<file path="config.mk">
export PLATFORM = sky130hd
export DESIGN_NAME = obi_hetic_pro_flat
export DESIGN_NICKNAME = d
export VERILOG_FILES = /design/src/rtl/hetic_pkg.sv /design/src/rtl/obi_bus.sv /design/src/rtl/hetic_gateway.sv /design/src/rtl/irq_arbiter.sv /design/src/rtl/obi_hetic_pro.sv /design/src/flat_wrapper.sv
export SDC_FILE = /design/constraint.sdc
export NUM_CORES = 2
export LEC_CHECK = 0
export BUFFER_PORTS_ARGS = -buffer_cell sky130_fd_sc_hd__buf_2
export CORE_MARGIN = 2
export CORE_UTILIZATION = 56
export DETAILED_ROUTE_END_ITERATION = 7
export GPL_TIMING_DRIVEN = 0
export PLACE_DENSITY = 0.73
export SLEW_MARGIN = 20
export SYNTH_ARGS = -nofsm -noshare
export SYNTH_HDL_FRONTEND = slang
export SYNTH_SLANG_ARGS = --single-unit
</file>
<file path="constraint.sdc">
create_clock -name clk_i -period 151.9 [get_ports clk_i]
set_input_delay 15.19 -clock clk_i [delete_from_list [all_inputs] [get_ports clk_i]]
set_output_delay 15.19 -clock clk_i [all_outputs]
set_load 0.1 [all_outputs]
</file>
<file path="src/rtl/hetic_pkg.sv">
// hetic_pkg: register map, field positions and line state shared by the interrupt controller
package hetic_pkg;
    localparam logic [31:0] CtrlOff  = 32'h000;
    localparam logic [31:0] ClaimOff = 32'h004;
    localparam logic [31:0] LineBase = 32'h800;
    localparam int GieBit   = 0;
    localparam int ThrLsb   = 8;
    localparam int ValidBit = 31;
    localparam int IeBit    = 0;
    localparam int IpBit    = 1;
    localparam int TrigLsb  = 2;
    localparam int HetiBit  = 4;
    localparam int NestBit  = 5;
    localparam int PrioLsb  = 8;

    // prio is sized for the largest supported priority count and masked on write
    typedef struct packed {
        logic [7:0] prio;
        logic       nest;
        logic       heti;
        logic [1:0] trig;
        logic       ip;
        logic       ie;
    } irq_line_t;

    function automatic logic [31:0] line_word(irq_line_t l);
        return {16'h0, l.prio, 2'b00, l.nest, l.heti, l.trig, l.ip, l.ie};
    endfunction
endpackage

</file>
<file path="src/rtl/obi_bus.sv">
// OBI_BUS: minimal OBI request/response bundle; rid is carried but unused by this design
interface OBI_BUS;
    logic        req;
    logic        gnt;
    logic [31:0] addr;
    logic        we;
    logic [3:0]  be;
    logic [31:0] wdata;
    logic        rvalid;
    logic [31:0] rdata;
    logic        err;
    logic        rid;
    modport Manager     (output req, addr, we, be, wdata, input gnt, rvalid, rdata, err, rid);
    modport Subordinate (input req, addr, we, be, wdata, output gnt, rvalid, rdata, err, rid);
endinterface

</file>
<file path="src/rtl/hetic_gateway.sv">
// hetic_gateway: per-line synchroniser, edge history and polarity handling
//   irq_i  raw asynchronous sources      edge_i 1 = edge triggered
//   low_i  1 = active-low / falling      set_o  request to set ip this cycle
module hetic_gateway #(
    parameter int NrLines      = 64,
    parameter int NrSyncStages = 2
) (
    input  logic               clk_i,
    input  logic               rst_i,
    input  logic [NrLines-1:0] irq_i,
    input  logic [NrLines-1:0] edge_i,
    input  logic [NrLines-1:0] low_i,
    output logic [NrLines-1:0] set_o
);
    logic [NrLines-1:0] sync, prev_q, prev_d, act, act_prev;

    generate
        if (NrSyncStages == 0) begin : g_bypass
            assign sync = irq_i;
        end else begin : g_sync
            logic [NrSyncStages-1:0][NrLines-1:0] stage_q, stage_d;
            always_comb begin
                stage_d[0] = irq_i;
                for (int j = 1; j < NrSyncStages; j++) stage_d[j] = stage_q[j-1];
            end
            always_ff @(posedge clk_i or posedge rst_i) begin
                if (rst_i) stage_q <= '0;
                else       stage_q <= stage_d;
            end
            assign sync = stage_q[NrSyncStages-1];
        end
    endgenerate

    always_comb prev_d = sync;

    always_ff @(posedge clk_i or posedge rst_i) begin
        if (rst_i) prev_q <= '0;
        else       prev_q <= prev_d;
    end

    // normalise polarity so both modes look active-high; an edge is active now but not before
    assign act      = sync ^ low_i;
    assign act_prev = prev_q ^ low_i;
    assign set_o    = act & ~(edge_i & act_prev);
endmodule

</file>
<file path="src/rtl/irq_arbiter.sv">
// irq_arbiter: picks the valid line with the highest priority, lowest index on ties
//   valid_i/prio_i per-line request and priority; found_o/id_o/prio_o winner
module irq_arbiter #(
    parameter  int NrLines   = 64,
    parameter  int PrioWidth = 5,
    localparam int IdWidth   = $clog2(NrLines)
) (
    input  logic [NrLines-1:0]                valid_i,
    input  logic [NrLines-1:0][PrioWidth-1:0] prio_i,
    output logic                              found_o,
    output logic [IdWidth-1:0]                id_o,
    output logic [PrioWidth-1:0]              prio_o
);
    // strict greater-than keeps the earlier (lower) index on equal priority
    always_comb begin
        found_o = 1'b0;
        id_o    = '0;
        prio_o  = '0;
        for (int i = 0; i < NrLines; i++) begin
            if (valid_i[i] && (!found_o || prio_i[i] > prio_o)) begin
                found_o = 1'b1;
                id_o    = IdWidth'(i);
                prio_o  = prio_i[i];
            end
        end
    end
endmodule

</file>
<file path="src/rtl/obi_hetic_pro.sv">
// obi_hetic_pro: OBI-mapped interrupt controller with per-line trigger, priority and threshold
//   obi_sbr    register bus (CTRL, CLAIM, LINE[i])
//   ext_irqs_i asynchronous sources; irq_*_o winning interrupt; irq_ack_i/irq_id_i claim
module obi_hetic_pro
    import hetic_pkg::*;
#(
    parameter  int NrIrqLines   = 64,
    parameter  int NrIrqPrios   = 32,
    parameter  int NrSyncStages = 2,
    parameter  int ArbPipeline  = 0,
    localparam int IrqWidth     = $clog2(NrIrqLines),
    localparam int PrioWidth    = $clog2(NrIrqPrios)
) (
    input  logic                  clk_i,
    input  logic                  rst_i,
    OBI_BUS.Subordinate           obi_sbr,
    input  logic [NrIrqLines-1:0] ext_irqs_i,
    output logic                  irq_valid_o,
    output logic [IrqWidth-1:0]   irq_id_o,
    output logic [PrioWidth-1:0]  irq_level_o,
    output logic                  irq_heti_o,
    output logic                  irq_nest_o,
    input  logic                  irq_ack_i,
    input  logic [IrqWidth-1:0]   irq_id_i
);
    localparam logic [7:0] PrioMask = 8'(NrIrqPrios - 1);

    irq_line_t lines_q [NrIrqLines];
    irq_line_t lines_d [NrIrqLines];
    logic                 gie_q, gie_d, rvalid_q, rvalid_d, err_q, err_d;
    logic [PrioWidth-1:0] thr_q, thr_d;
    logic [31:0]          rdata_q, rdata_d, line_off;
    logic                 is_ctrl, is_claim, is_line, wr;
    logic [IrqWidth-1:0]  lidx;
    logic [NrIrqLines-1:0] set, edge_v, low_v, valid_v;
    logic [NrIrqLines-1:0][PrioWidth-1:0] prio_v;
    logic                 win_found, win_ok;
    logic [IrqWidth-1:0]  win_id;
    logic [PrioWidth-1:0] win_prio;
    logic [IrqWidth+PrioWidth+2:0] arb_d;
    logic                 unused_bits;

    assign unused_bits = ^{obi_sbr.wdata[31:16], obi_sbr.wdata[7:6], obi_sbr.be[3:2]};

    assign line_off = obi_sbr.addr - LineBase;
    assign is_ctrl  = obi_sbr.addr == CtrlOff;
    assign is_claim = obi_sbr.addr == ClaimOff;
    assign is_line  = obi_sbr.addr >= LineBase && line_off[1:0] == 2'b00 && (line_off >> 2) < 32'(NrIrqLines);
    assign lidx     = line_off[IrqWidth+1:2];
    assign wr       = obi_sbr.req & obi_sbr.we;

    always_comb begin
        for (int i = 0; i < NrIrqLines; i++) begin
            edge_v[i]  = lines_q[i].trig[0];
            low_v[i]   = lines_q[i].trig[1];
            valid_v[i] = lines_q[i].ie & lines_q[i].ip;
            prio_v[i]  = lines_q[i].prio[PrioWidth-1:0];
        end
    end

    hetic_gateway #(.NrLines(NrIrqLines), .NrSyncStages(NrSyncStages)) u_gw (
        .clk_i(clk_i), .rst_i(rst_i), .irq_i(ext_irqs_i), .edge_i(edge_v), .low_i(low_v), .set_o(set)
    );

    irq_arbiter #(.NrLines(NrIrqLines), .PrioWidth(PrioWidth)) u_arb (
        .valid_i(valid_v), .prio_i(prio_v), .found_o(win_found), .id_o(win_id), .prio_o(win_prio)
    );

    // later assignments win: bus write, then ack clear, then gateway set
    always_comb begin
        lines_d = lines_q;
        gie_d   = gie_q;
        thr_d   = thr_q;
        if (wr && is_ctrl) begin
            if (obi_sbr.be[0]) gie_d = obi_sbr.wdata[GieBit];
            if (obi_sbr.be[1]) thr_d = obi_sbr.wdata[ThrLsb +: PrioWidth];
        end
        if (wr && is_line) begin
            if (obi_sbr.be[0]) begin
                lines_d[lidx].ie   = obi_sbr.wdata[IeBit];
                lines_d[lidx].ip   = obi_sbr.wdata[IpBit];
                lines_d[lidx].trig = obi_sbr.wdata[TrigLsb +: 2];
                lines_d[lidx].heti = obi_sbr.wdata[HetiBit];
                lines_d[lidx].nest = obi_sbr.wdata[NestBit];
            end
            if (obi_sbr.be[1]) lines_d[lidx].prio = obi_sbr.wdata[PrioLsb +: 8] & PrioMask;
        end
        if (irq_ack_i && 32'(irq_id_i) < 32'(NrIrqLines)) lines_d[irq_id_i].ip = 1'b0;
        for (int i = 0; i < NrIrqLines; i++) if (set[i]) lines_d[i].ip = 1'b1;
    end

    always_comb begin
        win_ok = gie_q & win_found & (win_prio > thr_q);
        arb_d  = win_ok ? {1'b1, win_id, win_prio, lines_q[win_id].heti, lines_q[win_id].nest} : '0;
    end

    generate
        if (ArbPipeline != 0) begin : g_pipe
            logic [IrqWidth+PrioWidth+2:0] arb_q;
            always_ff @(posedge clk_i or posedge rst_i) begin
                if (rst_i) arb_q <= '0;
                else       arb_q <= arb_d;
            end
            assign {irq_valid_o, irq_id_o, irq_level_o, irq_heti_o, irq_nest_o} = arb_q;
        end else begin : g_comb
            assign {irq_valid_o, irq_id_o, irq_level_o, irq_heti_o, irq_nest_o} = arb_d;
        end
    endgenerate

    always_comb begin
        rvalid_d = obi_sbr.req;
        err_d    = obi_sbr.req & ~(is_ctrl | is_claim | is_line);
        rdata_d  = !obi_sbr.req ? '0 :
                   is_ctrl  ? (32'(thr_q) << ThrLsb) | (32'(gie_q) << GieBit) :
                   is_claim ? (32'(irq_valid_o) << ValidBit) | 32'(irq_id_o) :
                   is_line  ? line_word(lines_q[lidx]) : '0;
    end

    always_ff @(posedge clk_i or posedge rst_i) begin
        if (rst_i) begin
            lines_q  <= '{default: '0};
            gie_q    <= 1'b0;
            thr_q    <= '0;
            rvalid_q <= 1'b0;
            err_q    <= 1'b0;
            rdata_q  <= '0;
        end else begin
            lines_q  <= lines_d;
            gie_q    <= gie_d;
            thr_q    <= thr_d;
            rvalid_q <= rvalid_d;
            err_q    <= err_d;
            rdata_q  <= rdata_d;
        end
    end

    // gnt is masked so nothing is accepted while reset is held
    assign obi_sbr.gnt    = obi_sbr.req & ~rst_i;
    assign obi_sbr.rvalid = rvalid_q;
    assign obi_sbr.rdata  = rdata_q;
    assign obi_sbr.err    = err_q;
    assign obi_sbr.rid    = 1'b0;
endmodule

</file>
<file path="src/flat_wrapper.sv">
// flat-port wrapper written by rule: the top's interface ports become plain ports
module obi_hetic_pro_flat import hetic_pkg::*;
#(
    parameter  int NrIrqLines   = 64,
    parameter  int NrIrqPrios   = 32,
    parameter  int NrSyncStages = 2,
    parameter  int ArbPipeline  = 0,
    localparam int IrqWidth     = $clog2(NrIrqLines),
    localparam int PrioWidth    = $clog2(NrIrqPrios)
)
  (clk_i, rst_i, ext_irqs_i, irq_valid_o, irq_id_o, irq_level_o, irq_heti_o, irq_nest_o, irq_ack_i, irq_id_i, obi_sbr_req, obi_sbr_addr, obi_sbr_we, obi_sbr_be, obi_sbr_wdata, obi_sbr_gnt, obi_sbr_rvalid, obi_sbr_rdata, obi_sbr_err, obi_sbr_rid);
  OBI_BUS obi_sbr_i ();
  input  logic clk_i;
  input  logic rst_i;
  input  logic [NrIrqLines-1:0] ext_irqs_i;
  output logic irq_valid_o;
  output logic [IrqWidth-1:0] irq_id_o;
  output logic [PrioWidth-1:0] irq_level_o;
  output logic irq_heti_o;
  output logic irq_nest_o;
  input  logic irq_ack_i;
  input  logic [IrqWidth-1:0] irq_id_i;
  input wire logic [$bits(obi_sbr_i.req)-1:0] obi_sbr_req;
  input wire logic [$bits(obi_sbr_i.addr)-1:0] obi_sbr_addr;
  input wire logic [$bits(obi_sbr_i.we)-1:0] obi_sbr_we;
  input wire logic [$bits(obi_sbr_i.be)-1:0] obi_sbr_be;
  input wire logic [$bits(obi_sbr_i.wdata)-1:0] obi_sbr_wdata;
  output wire logic [$bits(obi_sbr_i.gnt)-1:0] obi_sbr_gnt;
  output wire logic [$bits(obi_sbr_i.rvalid)-1:0] obi_sbr_rvalid;
  output wire logic [$bits(obi_sbr_i.rdata)-1:0] obi_sbr_rdata;
  output wire logic [$bits(obi_sbr_i.err)-1:0] obi_sbr_err;
  output wire logic [$bits(obi_sbr_i.rid)-1:0] obi_sbr_rid;
  assign obi_sbr_i.req = obi_sbr_req;
  assign obi_sbr_i.addr = obi_sbr_addr;
  assign obi_sbr_i.we = obi_sbr_we;
  assign obi_sbr_i.be = obi_sbr_be;
  assign obi_sbr_i.wdata = obi_sbr_wdata;
  assign obi_sbr_gnt = obi_sbr_i.gnt;
  assign obi_sbr_rvalid = obi_sbr_i.rvalid;
  assign obi_sbr_rdata = obi_sbr_i.rdata;
  assign obi_sbr_err = obi_sbr_i.err;
  assign obi_sbr_rid = obi_sbr_i.rid;
  obi_hetic_pro #(.NrIrqLines(NrIrqLines), .NrIrqPrios(NrIrqPrios), .NrSyncStages(NrSyncStages), .ArbPipeline(ArbPipeline)) u_core (.clk_i(clk_i), .rst_i(rst_i), .obi_sbr(obi_sbr_i), .ext_irqs_i(ext_irqs_i), .irq_valid_o(irq_valid_o), .irq_id_o(irq_id_o), .irq_level_o(irq_level_o), .irq_heti_o(irq_heti_o), .irq_nest_o(irq_nest_o), .irq_ack_i(irq_ack_i), .irq_id_i(irq_id_i));
endmodule
</file>
==> flow_metrics.env <==
export IMPL_cp_required_ns=136.71
export IMPL_grt_max_degree=102
export IMPL_drt_iter0_drc=6948
export IMPL_whs_ns=0.344
export IMPL_synth_edff_count=0
export IMPL_synth_flop_cell="dfrtp_1"
export IMPL_route_detailed_drc=0
export IMPL_slowest_delay_ns=0.55
export IMPL_setup_viol=0
export IMPL_layout_commonest_cell="dfrtp_1"
export IMPL_end_kind="output pin"
export IMPL_powerDensity_mw_per_mm2=8.57
export IMPL_ir_drop_uv=11.9
export IMPL_die_w_um=350
export IMPL_cts_root_buf="clkbuf_16"
export IMPL_hold_viol_final=0
export IMPL_htree_levels=3
export IMPL_tns_ns=0
export IMPL_synthCells=6289
export IMPL_rows=126
export IMPL_dp_cells=8070
export IMPL_syn_area_mm2=0.0670
export IMPL_slew_limit_headroom_pct=12.5
export IMPL_cpMostUsedCell="ha_1"
export IMPL_cp_slowest_cell="dfrtp_1"
export IMPL_layout_drive_gt1_share_pct=22.8
export IMPL_dpl_hpwl_um=187000
export IMPL_antenna_found_initial=12
export IMPL_final_cell_mix="1111 x dfrtp_1, 713 x nand2_1, 614 x mux2_2"
export IMPL_grt_pass1_wl_um=359000
export IMPL_crit_fanout=10
export IMPL_clockBufferDepth=3
export IMPL_io_pins=193
export IMPL_cts_sinks=1111
export IMPL_drt_total_wl_um=249000
export IMPL_gp_congestion=1.04
export IMPL_clock_fmax_ghz=0.00702
export IMPL_initial_utilization_pct=56.6
export IMPL_crit_arrival_ns=127.28
export IMPL_cp_start_kind="flop"
export IMPL_antenna_left=0
export IMPL_finalClockSkew_ns=0.0328
export IMPL_crit_type="flop to output pin"
export IMPL_dieArea_mm2=0.122
export IMPL_wire_per_inst_um=30.0
export IMPL_viasPerCell=6.69
export IMPL_die_h_um=350
export IMPL_ys_ff_latch=1111
export IMPL_min_path_type="flop to flop"
export IMPL_async_reset_ff_share_pct=100
export IMPL_grt_overflow_total=0
export IMPL_portBuffers=131
export IMPL_slew_viol_final=0
export IMPL_drv_cap=0
export IMPL_cts_buffers=115
export IMPL_fin_crit_ns=142.47
export IMPL_cts_tree="yes"
export IMPL_tightest_slew_ns=1.31
export IMPL_status="finished clean"
export IMPL_grt_pass1_vias=53500
export IMPL_grt_use_total_pct=40.5
export IMPL_netlist_cell_type_count=141
export IMPL_syn_to_final_growth_pct=11.6
export IMPL_num_vias=55500
export IMPL_syn_avg_cell_area_um2=10.6
export IMPL_final_util_pct=63.1
export IMPL_p_leak_uw=0.0349
export IMPL_path_clk_slew_ns=0.06
export IMPL_ys_warn_count=0
export IMPL_postCtsHoldBufs=0
export IMPL_final_nets=7000
export IMPL_core_area_mm2=0.118
export IMPL_firstDrtPassIters=6
export IMPL_post_route_period_util_pct=93.8
export IMPL_instances_no_fill=8303
export IMPL_yosysSeqAreaShare_pct=41.5
export IMPL_clock_latency_ns=0.77
-- where the power goes --
group	total [µW]	switching (µW)	internal, µW
clock	301	131	170
combinational	39.4	29.9	9.50
sequential	300	1.88	299
total	641	163	478
-- worst max-delay path, delay by kind of cell, from the launching register on --
| kind | cells | cell delay, ns |
|---|---|---|
| AOI/OAI and AO/OA | 299 | 59.50 |
| adders and majority gates | 69 | 20.97 |
| buffers and inverters | 58 | 8.30 |
| DFF | 1 | 0.55 |
| muxes | 52 | 14.44 |
| and+or+nand+nor | 146 | 22.63 |
-- final cells by class --
type,count,area [µm²]
timing repair buffer,169,1470
buffer,289,1560
tap,1600,2000
clock buffer,149,3210
antenna,12,30.0
fill,9297,43600
clock inverter,67,744
inverter,375,1420
multi-input combinational,4531,36500
sequential,1111,27800
-- Yosys cell counts, types with 18 or more instances --
master    instances  area [µm²]
buf_1            39         146
o21a_1           35         263
buf_4            40         300
o211ai_1         52         390
or3_1            25         156
a31oi_1          54         338
nand2b_1         32         200
a22oi_1          32         240
and2_1          108         676
o21ai_0         301        1510
nand2_1         713        2680
nor2b_1         176        1100
dfrtp_1        1111       27800
o21ai_1          23         115
ha_1            265        3320
inv_1           375        1410
a211oi_1         24         180
a21o_1           52         390
o211a_1          18         180
o221ai_1         62         543
xor2_1           24         210
clkbuf_1        167         627
and3_1           36         225
mux2i_1         255        2550
mux2_2          614        6910
xnor2_1          20         175
nand3_1         104         521
nand4_1          59         369
mux4_2          257        5790
a21oi_1         281        1410
nor2_1          391        1470
nor3_1           67         335
-- logic make-up (layout without fill, tap and decap cells) --
kind of cell / count (synthesis) / count (layout) / share of synthesized area, %
flops: 1111 / 1111 / 41.5
buf+inv: 664 / 1049 / 4.31
simple gates: 1837 / 1837 / 13.0
compound gates: 1209 / 1209 / 12.2
mux: 1151 / 1151 / 23.3
fa+ha+maj: 272 / 272 / 5.06
xor+xnor: 44 / 44 / 0.575
other cells: 1 / 30 / 0.00560
-- through the flow --
stage | area (µm²) | power [µW] | setup slack [ns]
floorplan | 67000 | 325 | 25.73
global placement | 69700 | 342 | 11.07
detailed placement | 70600 | 344 | 8.89
CTS | 74500 | 639 | 7.42
global route | 74700 | 654 | -0.0548
finish | 74800 | 641 | 9.43
-- per-layer routing --
metal / track usage (%) / share of wire, %
met3: 13.9 / 13
met1: 52.8 / 38
met4: 25.2 / 7.4
met2: 58.1 / 42
met5: 0.118 / 0.038
-- worst paths after layout --
path,from,slack (ns),depth (start not counted),to
min reg2reg,u_core.u_gw.g_sync.stage_d[112]$_DFF_PP0_,0.34,0,u_core.u_gw.prev_d[48]$_DFF_PP0_
max reg2reg,u_core.lines_q[883]$_DFF_PP0_,24.78,623,u_core.obi_sbr.rdata[1]$_DFF_PP0_
min,u_core.u_gw.g_sync.stage_d[112]$_DFF_PP0_,0.34,0,u_core.u_gw.prev_d[48]$_DFF_PP0_
max,u_core.lines_q[883]$_DFF_PP0_,9.43,624,irq_id_o[0]
max in group asynchronous,rst_i,135.55,6,u_core.u_gw.g_sync.stage_d[75]$_DFF_PP0_
min in group asynchronous,rst_i,14.38,2,async pin
-- timing repair --
action	in CTS	in global routing
hold endpoints to repair	0	0
buffers inserted	0	4
endpoints found under the setup margin	0	14
resized for setup	0	36
Note: power is estimated with default switching activity, not from simulation.
